File: config.mk
export PLATFORM = sky130hd
export DESIGN_NAME = clk_tick_bank
export DESIGN_NICKNAME = d
export VERILOG_FILES = /design/src/rtl/clk_tick_pkg.sv /design/src/rtl/clk_tick_chan.sv /design/src/rtl/clk_tick_bank.sv
export SDC_FILE = /design/constraint.sdc
export NUM_CORES = 1
export LEC_CHECK = 0
export BUFFER_PORTS_ARGS = -buffer_cell sky130_fd_sc_hd__buf_2
export CAP_MARGIN = 20
export CELL_PAD_IN_SITES_DETAIL_PLACEMENT = 1
export CELL_PAD_IN_SITES_GLOBAL_PLACEMENT = 1
export CORE_ASPECT_RATIO = 1.2
export CORE_MARGIN = 2
export CORE_UTILIZATION = 47
export DETAILED_ROUTE_END_ITERATION = 8
export GPL_TIMING_DRIVEN = 0
export PLACE_DENSITY_LB_ADDON = 0.1
export SLEW_MARGIN = 25
export SYNTH_ARGS = -nofsm -noshare
export SYNTH_HDL_FRONTEND = slang
export SYNTH_SLANG_ARGS = --single-unit
File: constraint.sdc
create_clock -name clk -period 4.1 [get_ports clk]
set_clock_uncertainty 0.05 [all_clocks]
set_input_delay 0.41 -clock clk [delete_from_list [all_inputs] [get_ports clk]]
set_output_delay 0.41 -clock clk [all_outputs]
set_load 0.02 [all_outputs]
File: src/rtl/clk_tick_pkg.sv
// Shared timing constants for the tick divider bank
// and the game FSMs that consume its pulses.
package clk_tick_pkg;
  localparam logic MODE_PERIODIC = 1'b0;
  localparam logic MODE_ONESHOT  = 1'b1;
  localparam int   DEFAULT_TICK_PERIOD = 20;
endpackage

File: src/rtl/clk_tick_chan.sv
// One divider channel: counter, live/shadow period,
// mode, start/stop state and a registered pulse.
module clk_tick_chan
  import clk_tick_pkg::*;
#(
  parameter int CNT_W          = 16,
  parameter int DEFAULT_PERIOD = DEFAULT_TICK_PERIOD,
  parameter int AUTO_START     = 1
) (
  input  logic             clk_i,
  input  logic             reset_i,
  input  logic             tick_i,
  input  logic             we_i,
  input  logic [CNT_W-1:0] period_i,
  input  logic             oneshot_i,
  input  logic             start_i,
  input  logic             stop_i,
  output logic [CNT_W-1:0] cnt_o,
  output logic             busy_o,
  output logic             tick_o
);

  logic [CNT_W-1:0] cnt_q, cnt_d;
  logic [CNT_W-1:0] per_q, per_d;
  logic [CNT_W-1:0] shd_per_q, shd_per_d;
  logic             os_q, os_d;
  logic             shd_os_q, shd_os_d;
  logic             pend_q, pend_d;
  logic             busy_q, busy_d;
  logic             tick_q, tick_d;
  logic             wrap;

  assign wrap = busy_q && tick_i && (per_q != '0)
             && (cnt_q == per_q - CNT_W'(1));

  always_comb begin
    cnt_d     = cnt_q;
    per_d     = per_q;
    shd_per_d = shd_per_q;
    os_d      = os_q;
    shd_os_d  = shd_os_q;
    pend_d    = pend_q;
    busy_d    = busy_q;
    tick_d    = 1'b0;
    if (stop_i) begin
      busy_d = 1'b0;
      pend_d = 1'b0;
      if (we_i) begin
        per_d = period_i;
        os_d  = oneshot_i;
        cnt_d = '0;
      end else if (pend_q) begin
        per_d = shd_per_q;
        os_d  = shd_os_q;
      end
    end else if (start_i) begin
      cnt_d  = '0;
      busy_d = 1'b1;
      if (we_i) begin
        per_d  = period_i;
        os_d   = oneshot_i;
        pend_d = 1'b0;
      end
    end else if (!busy_q) begin
      if (we_i) begin
        per_d  = period_i;
        os_d   = oneshot_i;
        cnt_d  = '0;
        pend_d = 1'b0;
      end
    end else begin
      if (we_i) begin
        shd_per_d = period_i;
        shd_os_d  = oneshot_i;
        pend_d    = 1'b1;
      end
      // New config only lands on a wrap, so no period is cut short.
      if (wrap) begin
        cnt_d  = '0;
        tick_d = 1'b1;
        busy_d = (os_q != MODE_ONESHOT);
        if (we_i) begin
          per_d  = period_i;
          os_d   = oneshot_i;
          pend_d = 1'b0;
        end else if (pend_q) begin
          per_d  = shd_per_q;
          os_d   = shd_os_q;
          pend_d = 1'b0;
        end
      end else if (tick_i && per_q != '0) begin
        cnt_d = cnt_q + CNT_W'(1);
      end
    end
  end

  always_ff @(posedge clk_i) begin
    if (reset_i) begin
      cnt_q     <= '0;
      per_q     <= CNT_W'(DEFAULT_PERIOD);
      shd_per_q <= CNT_W'(DEFAULT_PERIOD);
      os_q      <= MODE_PERIODIC;
      shd_os_q  <= MODE_PERIODIC;
      pend_q    <= 1'b0;
      busy_q    <= (AUTO_START != 0);
      tick_q    <= 1'b0;
    end else begin
      cnt_q     <= cnt_d;
      per_q     <= per_d;
      shd_per_q <= shd_per_d;
      os_q      <= os_d;
      shd_os_q  <= shd_os_d;
      pend_q    <= pend_d;
      busy_q    <= busy_d;
      tick_q    <= tick_d;
    end
  end

  assign cnt_o  = cnt_q;
  assign busy_o = busy_q;
  assign tick_o = tick_q;

endmodule

File: src/rtl/clk_tick_bank.sv
// Bank of programmable tick dividers sharing one
// base strobe; decodes config writes and muxes readback.
module clk_tick_bank
  import clk_tick_pkg::*;
#(
  parameter int CHANNELS       = 4,
  parameter int CH_W           = 2,
  parameter int CNT_W          = 16,
  parameter int DEFAULT_PERIOD = DEFAULT_TICK_PERIOD,
  parameter int AUTO_START     = 1
) (
  input  logic                clk,
  input  logic                reset,
  input  logic                tick_in,
  input  logic                cfg_we,
  input  logic [CH_W-1:0]     cfg_chan,
  input  logic [CNT_W-1:0]    cfg_period,
  input  logic                cfg_oneshot,
  input  logic [CHANNELS-1:0] start,
  input  logic [CHANNELS-1:0] stop,
  input  logic [CH_W-1:0]     rd_chan,
  output logic [CNT_W-1:0]    rd_count,
  output logic [CHANNELS-1:0] busy,
  output logic [CHANNELS-1:0] tick_out
);

  logic [CNT_W-1:0] cnt_w [CHANNELS];

  for (genvar i = 0; i < CHANNELS; i++) begin : g_ch
    logic we;
    assign we = cfg_we && (cfg_chan == CH_W'(i));

    clk_tick_chan #(
      .CNT_W          (CNT_W),
      .DEFAULT_PERIOD (DEFAULT_PERIOD),
      .AUTO_START     (AUTO_START)
    ) u_chan (
      .clk_i     (clk),
      .reset_i   (reset),
      .tick_i    (tick_in),
      .we_i      (we),
      .period_i  (cfg_period),
      .oneshot_i (cfg_oneshot),
      .start_i   (start[i]),
      .stop_i    (stop[i]),
      .cnt_o     (cnt_w[i]),
      .busy_o    (busy[i]),
      .tick_o    (tick_out[i])
    );
  end

  // Out-of-range selects read back as zero.
  always_comb begin
    rd_count = '0;
    for (int i = 0; i < CHANNELS; i++) begin
      if (rd_chan == CH_W'(i)) rd_count = cnt_w[i];
    end
  end

endmodule

==> results of run 1 <==
## worst paths after layout
check                              startpoint  cells after the start  slack, ns                     endpoint
setup reg to reg      g_ch[1].u_chan.per_q[0]                     11       0.29        g_ch[1].u_chan.tick_o
setup / recovery      g_ch[1].u_chan.per_q[0]                     11       0.29        g_ch[1].u_chan.tick_o
hold / removal                        stop[3]                      2       0.14        g_ch[3].u_chan.busy_o
hold reg to reg   g_ch[1].u_chan.shd_per_q[8]                      2       0.40  g_ch[1].u_chan.shd_per_q[8]
## Yosys cell counts, types with 12 or more instances
library cell | n | area share, %
nor4_1 | 20 | 0.91
a31oi_1 | 37 | 1.7
o21ai_0 | 95 | 3.5
clkbuf_1 | 93 | 2.5
buf_2 | 20 | 0.73
or3_1 | 18 | 0.82
or2_2 | 13 | 0.59
nand2_1 | 284 | 7.8
nor3_1 | 42 | 1.5
nand3b_1 | 20 | 1.1
a211oi_1 | 15 | 0.82
nand2b_1 | 20 | 0.91
nand4_1 | 27 | 1.2
and3_1 | 30 | 1.4
and2_1 | 12 | 0.55
a21oi_1 | 123 | 4.5
a22o_1 | 15 | 0.96
mux2i_1 | 77 | 5.6
xor2_1 | 30 | 1.9
a211o_1 | 16 | 1.0
nor2_1 | 146 | 4.0
inv_1 | 35 | 0.96
ha_1 | 12 | 1.1
mux4_2 | 16 | 2.6
o31ai_1 | 17 | 0.93
dfxtp_1 | 212 | 31
nor2b_1 | 15 | 0.68
nand3_1 | 70 | 2.6
xnor2_1 | 42 | 2.7
buf_4 | 21 | 1.1
## logic make-up after synthesis
family / Yosys count / share of synthesized area (%)
xor+xnor: 74 / 4.92
buf+inv: 187 / 6.09
mux: 94 / 8.32
compound gates: 431 / 20.2
flops: 212 / 30.9
simple gates: 782 / 28.5
fa+ha+maj: 12 / 1.09
## stage by stage
stage | setup WS [ns] | power (uW) | cell area [um^2] | instances | hold WS [ns]
floorplan | 1.11 | 2700 | 13700 | 1792 | 0.382
global placement | 0.409 | 2930 | 14400 | 2211 | 0.391
detailed placement | 0.412 | 2950 | 14400 | 2211 | 0.397
CTS | 0.358 | 5180 | 15200 | 2254 | 0.119
global route | 0.0669 | 5340 | 15200 | 2255 | 0.143
finish | 0.285 | 5180 | 15200 | 2255 | 0.139
## worst max-delay path, delay by kind of cell (launching register included)
family,cells,cell delay [ns]
DFF,1,0.29
buffers and inverters,3,0.72
adders and majority gates,1,0.29
xor gates and xnor gates,1,0.20
and+or+nand+nor,6,2.13
## final cells by class
cell class | instances | share of cell area (%)
well taps | 385 | 3.17
multi-input cells | 1393 | 56.9
plain buffers | 152 | 4.64
clock buffers | 36 | 4.91
repair buffers | 34 | 1.12
inverters | 35 | 0.863
diodes | 1 | 0.0164
flip-flops and latches | 212 | 27.9
clock inverters | 7 | 0.460
## power by group through the flow
| stage | registers, uW | clock network, uW | logic (uW) |
|---|---|---|---|
| 4_1_cts | 2170 | 2270 | 744 |
| 6_report | 2170 | 2250 | 756 |
| 3_5_place_dp | 2210 | 0 | 736 |
| 5_1_grt | 2170 | 2350 | 819 |
| 2_1_floorplan | 2190 | 0 | 514 |
| 3_3_place_gp | 2210 | 0 | 715 |
## sequential cells by signal (all words and copies together) (netlist names)
register,cells
g_ch.u_chan.cnt_o,64
g_ch.u_chan.shd_per_q,64
g_ch.u_chan.os_q,4
g_ch.u_chan.per_q,64
g_ch.u_chan.tick_o,4
g_ch.u_chan.pend_q,4
g_ch.u_chan.shd_os_q,4
g_ch.u_chan.busy_o,4
## layer usage
layer,track usage [%],wire length [um],vias to the layer above
met5,0,13,-
met4,18.9,3220,2
met3,4.10,2590,126
met2,58.9,25100,394
met1,42.6,22400,7074
li1,-,-,6571
==> flow_summary.yaml, run 1 <==
placed_design:
  dpl.hpwl_um: 39700
  numPortBuffers: 34
  gp_congestion: 0.922
sta:
  timing.final.crit_period_ns: 3.81
  setup_tns_ns: 0
  fmax_ghz: 0.262
  grt_setup_unrepaired: "no"
  setup_viol: 0
  fin_crit_sh_pct: 93.0
  slew-limit-headroom_pct: 27.2
  drv_slew: 0
  hold_viol_final: 0
  tightestPinTransition_ns: 1.08
cts:
  cts_hold_buf: 0
  postCtsResizedCells: 0
  cts.clk_slew.worst_paths_ns: 0.06
  clock_sinks: 212
  numCtsBuffers: 24
  clkLatencyLatePin_ns: 0.54
  clockRootBuffer: "clkbuf_16"
  cts_max_level: 1
  clockBufferDepth: 3
  cts_tree: "yes"
  post_cts_buffers: 0
power_and_ir_drop:
  p_seq_share_pct: 41.9
  comb_power_share_pct: 14.6
  p_int_uw: 3680
  irDropWorstVdd_mv: 0.303
  p_switching_uw: 1500
  clock_power_share_pct: 43.5
  p_sw_share_pct: 29.0
  powerDensity_nw_per_um2: 340
  p_leak_uw: 0.00565
run:
  maxCapViolCount: 0
global_route:
  grt_first_pass_wirelength_um: 82800
  grt_max_degree: 14
  antenna_found_initial: 2
  track_usage_pct: 34.5
  grt-ovfl-total: 0
  grt_pass1_vias: 14300
critical_path:
  required_ns: 4.45
  cp_max_fo: 10
  worstSetupEndpointType: "flip-flop"
  crit_top_cell: "clkbuf_1"
  crit_slowest_cell: "or4_1"
  worstPathCellList: "clkbuf_1 -> inv_1 -> ha_1 -> nor2b_1 -> nand4_1 -> xnor2_1 -> or4_1 -> nor4_4 -> nand2_2 -> clkbuf_1 -> nor3_1"
  crit_path_max_incr_delay_ns: 0.59
  critPathLaunchType: "flip-flop"
  worstSetupPathType: "reg -> reg"
  critPathArrivalTime_ns: 4.17
floorplan:
  core_um2: 28800
  dieArea_um2: 30600
  start_util_pct: 47.8
  std_cell_rows: 68
  die_w_um: 160
  ios: 57
  dieHeight_um: 191
routing:
  wl_per_cell_um: 23.6
  drt-pass1-iter-count: 5
  vias: 14200
  drt_wl_total_um: 53300
  drtIter0Drc: 865
  vias_per_cell: 6.28
  drcViolationCount: 0
  ant_nets: 0
layout:
  nets: 1897
  multi_input_area_um2: 8660
  area_growth_pct: 10.8
  final_common_cell: "nand2_1"
  final_util_pct: 52.9
  final_cell_mix: "nand2_1, dfxtp_1, nor2_1"
  seqCellArea_um2: 4240
  drive_gt1_share_pct: 9.84
  n_fill_cell: 3685
logic_synthesis:
  ys_seq_area_share_pct: 30.9
  synth_area_um2: 13700
  syn_inst: 1792
  ys.flop_type: "dfxtp_1"
  synth-seq-cells: 212
  syn-num-nets: 1837
  synth_edf_count: 0
  synthDistinctLibCells: 94
  yosysWarnings: 0
  async_flop_share_pct: 0
  syn_avg_cell_area_um2: 7.66
hold_path:
  worstHoldPathType: "in -> reg"
outcome:
  outcome: "completed"
Note: power is estimated with default switching activity, not from simulation.
==> inputs of run 2 (changes only) <==
--- a/config.mk
+++ b/config.mk
@@ -5,11 +5,11 @@
 export SDC_FILE = /design/constraint.sdc
 export NUM_CORES = 1
 export LEC_CHECK = 0
-export BUFFER_PORTS_ARGS = -buffer_cell sky130_fd_sc_hd__buf_2
+export BUFFER_PORTS_ARGS = -buffer_cell sky130_fd_sc_hd__clkbuf_2
 export CAP_MARGIN = 20
 export CELL_PAD_IN_SITES_DETAIL_PLACEMENT = 1
 export CELL_PAD_IN_SITES_GLOBAL_PLACEMENT = 1
-export CORE_ASPECT_RATIO = 1.2
+export CORE_ASPECT_RATIO = 0.8
 export CORE_MARGIN = 2
 export CORE_UTILIZATION = 47
 export DETAILED_ROUTE_END_ITERATION = 8
==> run 2 against run 1 <==
  * Sequential power is essentially flat
  * Critical path depth is 1 higher
  * Hold slack worse by 0.022 ns
  * Power increased by 0.32%
  * Final cell count fell by 0.89%
  * Die area barely moved
  * First-iteration DRC count grew 66%
  * Flip-flop and latch count unchanged
  * Register-to-register slack better by 0.02 ns
  * Global-route usage rose by 0.83 points
  * Clock power is essentially flat
  * Fmax grew 0.40%
==> flow_summary.yaml, run 2 (synthesized netlist as in run 1, its figures left out) <==
outcome:
  outcome: "completed"
critical_path:
  cp_top_family: "compound AO/OA/AOI/OAI gates"
  r2r_start: "g_ch[1].u_chan.per_q[0]"
  rr_endpoint: "g_ch[1].u_chan.cnt_o[0]"
  cp_max_fo: 10
  worstPathCellList: "clkbuf_1 -> inv_1 -> ha_1 -> nor2b_1 -> or4_1 -> o32a_1 -> o21a_1 -> a21oi_1 -> nand2_2 -> clkbuf_1 -> a32oi_1 -> nor2_1"
  r2r_slack_ns: 0.30
  required_ns: 4.44
  path_buf_inv: 3
  crit_top_cell: "clkbuf_1"
  crit_slowest_cell: "a21oi_1"
  critPathArrivalTime_ns: 4.13
  worstSetupEndpointType: "flip-flop"
  critPathLaunchType: "flip-flop"
  worstSetupPathType: "reg -> reg"
  reg2regPathDepth: 12
  crit_path_max_incr_delay_ns: 0.55
sta:
  setup_tns_ns: 0
  fin_crit_sh_pct: 92.7
  grt_setup_unrepaired: "no"
  tightestPinTransition_ns: 1.04
  fmax_ghz: 0.263
  slew-limit-headroom_pct: 29.4
  drv_slew: 0
  timing.final.crit_period_ns: 3.80
  setup_viol: 0
  hold_viol_final: 0
  final.setup.worst_slack_ns: 0.301
layout:
  final_cell_mix: "nand2_1, dfxtp_1, nor2_1"
  final_common_cell: "nand2_1"
  antenna_cells: 0
  area_growth_pct: 10.4
  drive_gt1_share_pct: 9.49
  design_area_um2: 15200
  nets: 1898
  n_fill_cell: 3617
  final_util_pct: 53.2
floorplan:
  core_um2: 28500
  die_w_um: 195
  dieArea_um2: 30600
  std_cell_rows: 55
  ios: 57
  dieHeight_um: 157
  start_util_pct: 48.2
cts:
  cts_hold_buf: 0
  clock_sinks: 212
  clkLatencyLatePin_ns: 0.55
  clockRootBuffer: "clkbuf_16"
  cts_tree: "yes"
  post_cts_buffers: 0
  numCtsBuffers: 25
  cts.clk_slew.worst_paths_ns: 0.06
  postCtsResizedCells: 0
  cts_max_level: 1
  clockBufferDepth: 3
routing:
  drtIter0Drc: 1440
  drt_wl_total_um: 55000
  vias: 14500
  drcViolationCount: 0
  vias_per_cell: 6.48
  wl_per_cell_um: 24.6
  ant_nets: 0
  drt-pass1-iter-count: 5
global_route:
  grt_pass1_vias: 14100
  grt_first_pass_wirelength_um: 83200
  grt_max_degree: 12
  grt-ovfl-total: 0
  track_usage_pct: 35.3
  antenna_found_initial: 0
hold_path:
  min_path_cells: 2
  holdCritStartpoint: "stop[3]"
  hold-path-endpoint: "g_ch[3].u_chan.busy_o"
  worstHoldPathType: "in -> reg"
power_and_ir_drop:
  powerDensity_nw_per_um2: 343
  irDropWorstVdd_mv: 0.307
  p_leak_uw: 0.00561
run:
  maxCapViolCount: 0
placed_design:
  dp_slack_ns: 0.398
  numPortBuffers: 34
  dpl.hpwl_um: 40600
  placed_area_um2: 14400
  gp_congestion: 0.925
==> run 2: cell count changes in the layout (fill, tap and decap cells not counted), moves of 2 or more <==
cell / previous run / this run
clkbuf_2: 7 / 41
clkbuf_8: 8 / 6
clkinv_2: 3 / 0
clkbuf_1: 96 / 98
buf_2: 54 / 20
==> run 2: routing by layer <==
layer	GRT usage, %	part of all wire (%)	vias to the layer above
met2	53.4	42	602
met4	10.1	3.0	0
li1	-	-	6560
met5	0	0	-
met3	7.91	9.7	88
met1	50.4	45	7223
==> run 2: area by class of cell <==
| cell class | instances | area, um^2 | share of cell area [%] |
|---|---|---|---|
| Inverter | 35 | 131 | 0.866 |
| Sequential cell | 212 | 4240 | 28.0 |
| Clock inverter | 3 | 67.6 | 0.445 |
| Multi-Input combinational cell | 1393 | 8660 | 57.1 |
| Tap cell | 370 | 463 | 3.05 |
| Buffer | 152 | 706 | 4.65 |
| Timing Repair Buffer | 34 | 170 | 1.12 |
| Clock buffer | 36 | 727 | 4.79 |
==> run 2: worst max-delay path by stage <==
stage	slack, ns	start	to	cells after the start
after floorplan	1.11	g_ch[1].u_chan.per_q[0]	g_ch[1].u_chan.cnt_o[3]	12
after global placement	0.49	g_ch[1].u_chan.per_q[6]	g_ch[1].u_chan.cnt_o[0]	10
after detailed placement	0.40	g_ch[1].u_chan.per_q[0]	g_ch[1].u_chan.cnt_o[0]	12
after CTS	0.38	g_ch[1].u_chan.per_q[0]	g_ch[1].u_chan.cnt_o[0]	12
after global routing	0.07	g_ch[1].u_chan.per_q[0]	g_ch[1].u_chan.cnt_o[0]	12
final	0.30	g_ch[1].u_chan.per_q[0]	g_ch[1].u_chan.cnt_o[0]	12
==> run 2: report_power, final <==
group / internal, uW / total, uW / switching, uW
registers: 2110 / 2170 / 62.0
clock network: 1340 / 2260 / 925
logic: 250 / 764 / 514
==> run 2: per-stage QoR <==
| stage | hold WS [ns] | cells | power, uW |
|---|---|---|---|
| 5_1_grt | 0.136 | 2235 | 5340 |
| 3_3_place_gp | 0.391 | 2196 | 2920 |
| 2_1_floorplan | 0.382 | 1792 | 2700 |
| 6_report | 0.117 | 2235 | 5200 |
| 3_5_place_dp | 0.401 | 2196 | 2950 |
| 4_1_cts | 0.0968 | 2235 | 5180 |
